===== config.mk =====
export PLATFORM = sky130hd
export DESIGN_NAME = cascade_mod_counter
export DESIGN_NICKNAME = d
export VERILOG_FILES = /design/src/rtl/timer_pkg.sv /design/src/rtl/cascade_mod_counter_rise_edge_detect.sv /design/src/rtl/cascade_mod_counter.sv
export SDC_FILE = /design/constraint.sdc
export NUM_CORES = 1
export LEC_CHECK = 0
export BUFFER_PORTS_ARGS = -buffer_cell sky130_fd_sc_hd__buf_2
export CELL_PAD_IN_SITES_DETAIL_PLACEMENT = 0
export CELL_PAD_IN_SITES_GLOBAL_PLACEMENT = 1
export CORE_MARGIN = 2
export CORE_UTILIZATION = 25
export CTS_CLUSTER_DIAMETER = 100
export DETAILED_ROUTE_END_ITERATION = 12
export PLACE_DENSITY = 0.58
export RECOVER_POWER = 25
export REMOVE_ABC_BUFFERS = 1
export SLEW_MARGIN = 10
export SYNTH_ARGS = -nofsm -noshare
export SYNTH_HDL_FRONTEND = slang
export SYNTH_SLANG_ARGS = --single-unit

===== constraint.sdc =====
create_clock -name clk_1Hz -period 2.4 [get_ports clk_1Hz]
set_input_delay 0.72 -clock clk_1Hz [delete_from_list [all_inputs] [get_ports clk_1Hz]]
set_output_delay 0.72 -clock clk_1Hz [all_outputs]
set_load 0.03 [all_outputs]

===== src/rtl/timer_pkg.sv =====
// Shared types and constants for the cascaded timer digit counters.
//   mode_t       : operator mode select (HOLD/SET/UP/DOWN)
//   cnt_state_t  : counter state machine states
//   *_MODULO     : default ranges for seconds, minutes and hours stages
//   mode_target(): state reached for a given mode outside of expiry
package timer_pkg;

  localparam int unsigned SEC_MODULO = 60;
  localparam int unsigned MIN_MODULO = 60;
  localparam int unsigned HR_MODULO  = 24;

  typedef enum logic [1:0] {
    MODE_HOLD = 2'b00,
    MODE_SET  = 2'b01,
    MODE_UP   = 2'b10,
    MODE_DOWN = 2'b11
  } mode_t;

  typedef enum logic [2:0] {
    ST_IDLE       = 3'd0,
    ST_SET        = 3'd1,
    ST_COUNT_UP   = 3'd2,
    ST_COUNT_DOWN = 3'd3,
    ST_EXPIRED    = 3'd4
  } cnt_state_t;

  // Direct mode-to-state mapping used whenever expiry does not intervene.
  function automatic cnt_state_t mode_target(mode_t m);
    cnt_state_t s;
    unique case (m)
      MODE_HOLD: s = ST_IDLE;
      MODE_SET:  s = ST_SET;
      MODE_UP:   s = ST_COUNT_UP;
      MODE_DOWN: s = ST_COUNT_DOWN;
    endcase
    return s;
  endfunction

endpackage


===== src/rtl/cascade_mod_counter_rise_edge_detect.sv =====
// Rising-edge detector for a debounced level input.
// Ports:
//   clk_1Hz : clock
//   reset   : synchronous, active-high; clears the history flop
//   sig_in  : debounced level
//   edge_c  : combinational, high while sig_in is high and was low last cycle
module rise_edge_detect (
  input  logic clk_1Hz,
  input  logic reset,
  input  logic sig_in,
  output logic edge_c
);

  logic sig_q;
  logic sig_d;

  always_comb sig_d = sig_in;

  always_ff @(posedge clk_1Hz) begin
    if (reset) sig_q <= 1'b0;
    else       sig_q <= sig_d;
  end

  assign edge_c = sig_in & ~sig_q;

endmodule


===== src/rtl/cascade_mod_counter.sv =====
// Modulo-N timer digit counter with hold, manual set, count-up and countdown
// modes. Stages cascade through wrap_out (into the next stage's tick_in) and
// others_zero (all other stages at zero).
// Ports:
//   clk_1Hz, reset       : clock, synchronous active-high reset
//   enable, tick_in      : count strobe qualifier and strobe
//   mode[1:0]            : 00 HOLD, 01 SET, 10 UP, 11 DOWN
//   others_zero          : all other cascaded stages are zero
//   inc, dec             : set buttons (level, edge detected here)
//   load, load_value     : synchronous preset (clamped to MODULO-1)
//   clear                : acknowledges expiry
//   count                : registered current value
//   wrap_out             : combinational carry/borrow to the next stage
//   zero                 : combinational count == 0
//   finish               : registered expiry flag
// Build option: FINISH_LATCH_EN holds finish high for the whole EXPIRED state;
// otherwise finish is a one-cycle pulse on entry to EXPIRED.
module cascade_mod_counter
  import timer_pkg::*;
#(
  parameter int unsigned WIDTH  = 6,
  parameter int unsigned MODULO = 60
) (
  input  logic             clk_1Hz,
  input  logic             reset,
  input  logic             enable,
  input  logic [1:0]       mode,
  input  logic             tick_in,
  input  logic             others_zero,
  input  logic             inc,
  input  logic             dec,
  input  logic             load,
  input  logic [WIDTH-1:0] load_value,
  input  logic             clear,
  output logic [WIDTH-1:0] count,
  output logic             wrap_out,
  output logic             zero,
  output logic             finish
);

  localparam logic [WIDTH-1:0] MAX_VAL = WIDTH'(MODULO - 1);

  cnt_state_t       state_q, state_d;
  logic [WIDTH-1:0] count_q, count_d;
  logic             finish_q, finish_d;
  logic             inc_edge, dec_edge;
  logic             wrap_c;
  logic             cnt_zero, cnt_max, tick_ok;
  logic [WIDTH-1:0] load_clamped;
  mode_t            mode_sel;

  rise_edge_detect u_inc_edge (
    .clk_1Hz (clk_1Hz),
    .reset   (reset),
    .sig_in  (inc),
    .edge_c  (inc_edge)
  );

  rise_edge_detect u_dec_edge (
    .clk_1Hz (clk_1Hz),
    .reset   (reset),
    .sig_in  (dec),
    .edge_c  (dec_edge)
  );

  assign mode_sel     = mode_t'(mode);
  assign cnt_zero     = (count_q == '0);
  assign cnt_max      = (count_q == MAX_VAL);
  assign tick_ok      = enable & tick_in;
  assign load_clamped = (32'(load_value) >= MODULO) ? MAX_VAL : load_value;

  // State register
  always_ff @(posedge clk_1Hz) begin
    if (reset) begin
      state_q  <= ST_IDLE;
      count_q  <= '0;
      finish_q <= 1'b0;
    end else begin
      state_q  <= state_d;
      count_q  <= count_d;
      finish_q <= finish_d;
    end
  end

  // Next state, count action and carry/borrow
  always_comb begin
    state_d  = state_q;
    count_d  = count_q;
    finish_d = 1'b0;
    wrap_c   = 1'b0;

    if (state_q == ST_EXPIRED) begin
      if (mode_sel != MODE_DOWN)  state_d = mode_target(mode_sel);
      else if (clear)             state_d = ST_IDLE;
    end else if (state_q == ST_COUNT_DOWN && cnt_zero && others_zero) begin
      state_d = ST_EXPIRED;
    end else begin
      state_d = mode_target(mode_sel);
    end

    case (state_q)
      ST_SET: begin
        // Simultaneous edges cancel; wrap_out never asserts while setting.
        if (inc_edge && !dec_edge)
          count_d = cnt_max ? '0 : count_q + WIDTH'(1);
        else if (dec_edge && !inc_edge)
          count_d = cnt_zero ? MAX_VAL : count_q - WIDTH'(1);
      end
      ST_COUNT_UP: begin
        if (tick_ok) begin
          if (cnt_max) begin
            count_d = '0;
            wrap_c  = 1'b1;
          end else begin
            count_d = count_q + WIDTH'(1);
          end
        end
      end
      ST_COUNT_DOWN: begin
        // All-zero is left alone: expiry handles it via the state change.
        if (tick_ok) begin
          if (!cnt_zero) begin
            count_d = count_q - WIDTH'(1);
          end else if (!others_zero) begin
            count_d = MAX_VAL;
            wrap_c  = 1'b1;
          end
        end
      end
      default: ;
    endcase

    // Load overrides the state action, including its carry/borrow.
    if (load) begin
      count_d = load_clamped;
      wrap_c  = 1'b0;
    end

`ifdef FINISH_LATCH_EN
    finish_d = (state_d == ST_EXPIRED);
`else
    finish_d = (state_d == ST_EXPIRED) && (state_q != ST_EXPIRED);
`endif

    if (reset) wrap_c = 1'b0;
  end

  assign count    = count_q;
  assign finish   = finish_q;
  assign wrap_out = wrap_c;
  assign zero     = cnt_zero;

endmodule


==> results.md <==
- Diode count: 0
- Final Hold Viols: 0
- Total power draw: 719.1 µW
- Routed length per placed instance: 14.79 µm
- Number of buffers added on ports: 25
- Syn-to-layout area delta: 42.71%
- DP HPWL: 2.353 mm
- Worst-skew pair later-pin latency: 0.25 ns
- Clock group share of total power: 0.322
- Leakage: 0.0005575 µW
- Critical R2R Launch: count[0]
- Clock Skew: 0.0004859 ns
- Worst-path clk slew: 0.06 ns
- R2r setup slk: 0.15 ns
- Starting Density: 0.2633
- I/O Pins: 26
- Hold EP: finish
- Tmin final: 2.527 ns
- Routed WL: 3.210 mm
- Syn. warnings: 0
- CTS tree: built
- CP Max Fanout: 4
- FILL cells: 389
- Vias in the first global route: 1046
- Initial antenna violation count: 0
- CP required: 1.68 ns
- Syn Inst Count: 124
- Core area: 0.003716 mm²
- Area of the multi-input gates: 721.9 µm²
- Main synth FF type: dfxtp_1
- Pint: 476.2 µW
- Comb pwr share: 0.370
- Largest net degree at the start of global routing: 16
- Layout cells sized above 1: 0.3669
- Dpl ws: -0.1209 ns
- CP Class: flop to output port
- Row count: 22
- Tcrit/Tclk final: 1.053
- Post-synth EDFFs: 0
- Max-slew headroom: 0.7238
- Grt met3 use: 0.02703
- Sequential area share after synthesis: 0.2455
- Clock Sinks: 12
- Worst reg2reg path endpoint: count[0]
- Pwr dens: 515.0 mW/mm²
- Die area: 0.004430 mm²
- R2R cell count: 10
- Final setup viols: 2
- Fmax: 395.7 MHz
- Met2 Usage GRT: 0.2400
- Remaining antenna violation count: 0
- Design area: 0.001396 mm²
- Gr usage total: 0.1501
- First-pass GRT wire length: 5.016 mm
- Sequential power share: 0.308
- Mean Syn Cell Area: 7.891 µm²
- GPL Wtd Cong: 0.7801
- Failing checks: negative setup slack
- Post-synthesis register bit count: 12
- Max H-tree Level: 1
- HP Class: flop to flop
- Status: finished, violations left
- Hold_ws: 0.5707 ns
- Clock Tree Root: clkbuf_8
- Most Crowded Layer GR: met2
- Startpoint types: flop
- NumNets Final: 189
- Utilization after layout: 0.3758
- DRC viols: 0
- Post-synth cell types: 46
- Setup WS post-layout: -0.1271 ns
- Die Wd: 66.56 µm
- Setup crit end kind: output port
- Hold_sp: state_q[0]
- CTS Buffer Depth: 2
- Worst Path Arrival: 1.81 ns
- Routed vias/inst: 5.249
- Met1 usage: 0.1904
- Worst Hold Depth: 2
- Pre-Repair DR Iteration Count: 6
- Switching share of power: 0.3378
- Maximum vdd drop: 0.2125 mV
- Async S/R FF share, synth: 0
- 1st-iter DRT viols: 30
- Net Switching: 242.9 µW
- Die Ht: 66.56 µm
- Unrepaired setup endpoints after global routing: yes
- Mapped cell area: 978.4 µm²
- Via count: 1139
- Max Cap Violations: 0
- Slew Limit Fails: 0
- Worst-margin pin slew: 0.4135 ns
- Remaining global-route overflow: 0
- CTS Buf Count: 3
- Sequential cell area: 241.5 µm²
- Area post-placement: 0.001251 mm²
registers in the layout, indices dropped and copies added (netlist names):
signal / flops
finish: 1
count: 6
state_q: 3
u_dec_edge.sig_q: 1
u_inc_edge.sig_q: 1
critical path, stage by stage, from the launching register on:
cell and delay [ns]:
dfxtp_1 0.33, inv_2 0.08, ha_4 0.13, or4b_4 0.49
buf_4 0.16, buf_6 0.12, nor2_4 0.12, buf_6 0.14
power groups by stage:
| stage | Clock [µW] | Combinational (µW) | Sequential [µW] |
|---|---|---|---|
| finish | 232 | 266 | 221 |
| global route | 242 | 288 | 222 |
| CTS | 239 | 250 | 221 |
| detailed placement | 0 | 235 | 225 |
| global placement | 0 | 236 | 225 |
| floorplan | 0 | 107 | 255 |
routing by layer:
metal | routed length (µm) | vias to the layer above
met1 | 1467 | 534
li1 | - | 563
met2 | 1519 | 37
met5 | 0 | -
met4 | 73 | 0
met3 | 149 | 5
layout make-up:
| cell class | count | area share |
|---|---|---|
| clock buffer | 4 | 0.03943 |
| multi-input combinational | 100 | 0.5170 |
| timing repair buffer | 47 | 0.2115 |
| tap | 48 | 0.04301 |
| sequential | 12 | 0.1729 |
| inverter | 6 | 0.01613 |
how the worst max path moves through the flow:
stage / to / startpoint / cells after the start / slack (ns)
global route: wrap_out / count[0] / 7 / -0.21
floorplan: wrap_out / count[0] / 6 / -0.67
CTS: wrap_out / count[1] / 7 / -0.17
finish: zero / count[0] / 7 / -0.13
global placement: wrap_out / count[0] / 7 / -0.09
detailed placement: wrap_out / count[1] / 7 / -0.12
stage by stage:
step / setup TNS (ns) / cells
final: -0.2502 / 217
after global placement: -0.1174 / 208
after detailed placement: -0.1597 / 208
after floorplan: -1.140 / 118
after global routing: -0.3674 / 217
after CTS: -0.2626 / 215
logic make-up after synthesis:
kind of cell | Yosys count | synth area share
XOR/XNOR | 2 | 0.01791
AO/OA/AOI/OAI | 32 | 0.2404
AND/OR/NAND/NOR | 62 | 0.3734
adder cells (fa/ha/maj) | 2 | 0.02557
multiplexers | 2 | 0.03325
buffers and inverters | 12 | 0.06394
flip-flops | 12 | 0.2455
timing repair:
action	in CTS	in global routing
gates resized for setup	8	8
pin swaps	3	1
setup buffers	3	2
hold buffers	0	0
endpoints found under the setup margin	2	2
cell usage in the layout, fill, tap and decap left out, types with 2 or more instances in the layout:
| cell type | n |
|---|---|
| a21boi_0 | 2 |
| a21oi_1 | 2 |
| a31oi_1 | 5 |
| and3_1 | 2 |
| and4_1 | 2 |
| buf_2 | 20 |
| buf_4 | 21 |
| buf_6 | 2 |
| clkbuf_1 | 4 |
| clkbuf_8 | 4 |
| dfxtp_1 | 11 |
| inv_1 | 3 |
| inv_2 | 2 |
| nand2_1 | 11 |
| nand2b_1 | 3 |
| nand3_1 | 8 |
| nand3b_1 | 2 |
| nand4_1 | 4 |
| nor2_1 | 10 |
| nor2b_1 | 4 |
| nor3_1 | 2 |
| nor3b_1 | 3 |
| nor4_4 | 2 |
| o211ai_1 | 2 |
| o21ai_0 | 6 |
| o31ai_1 | 3 |
| xor2_1 | 2 |
Yosys cell counts, types with 2 or more instances:
cell,n,area [µm²]
a21oi_1,3,15.01
o31ai_1,3,22.52
nand3b_1,2,15.01
nand4_1,4,25.02
a21boi_0,2,15.01
ha_1,2,25.02
clkbuf_1,2,7.510
a31oi_1,5,31.28
nand3_1,8,40.04
nand2_1,11,41.29
inv_1,5,18.77
and3_1,2,12.51
nand2b_1,3,18.77
nor2_1,11,41.29
nor3_1,3,15.01
o211ai_1,2,15.01
xor2_1,2,17.52
and4_1,2,17.52
nor4_1,2,12.51
buf_2,2,10.01
o21ai_0,6,30.03
dfxtp_1,12,240.2
nor2b_1,4,25.02
nor3b_1,3,22.52
buf_6,2,22.52
No activity file was read; power rests on OpenSTA's default activity.
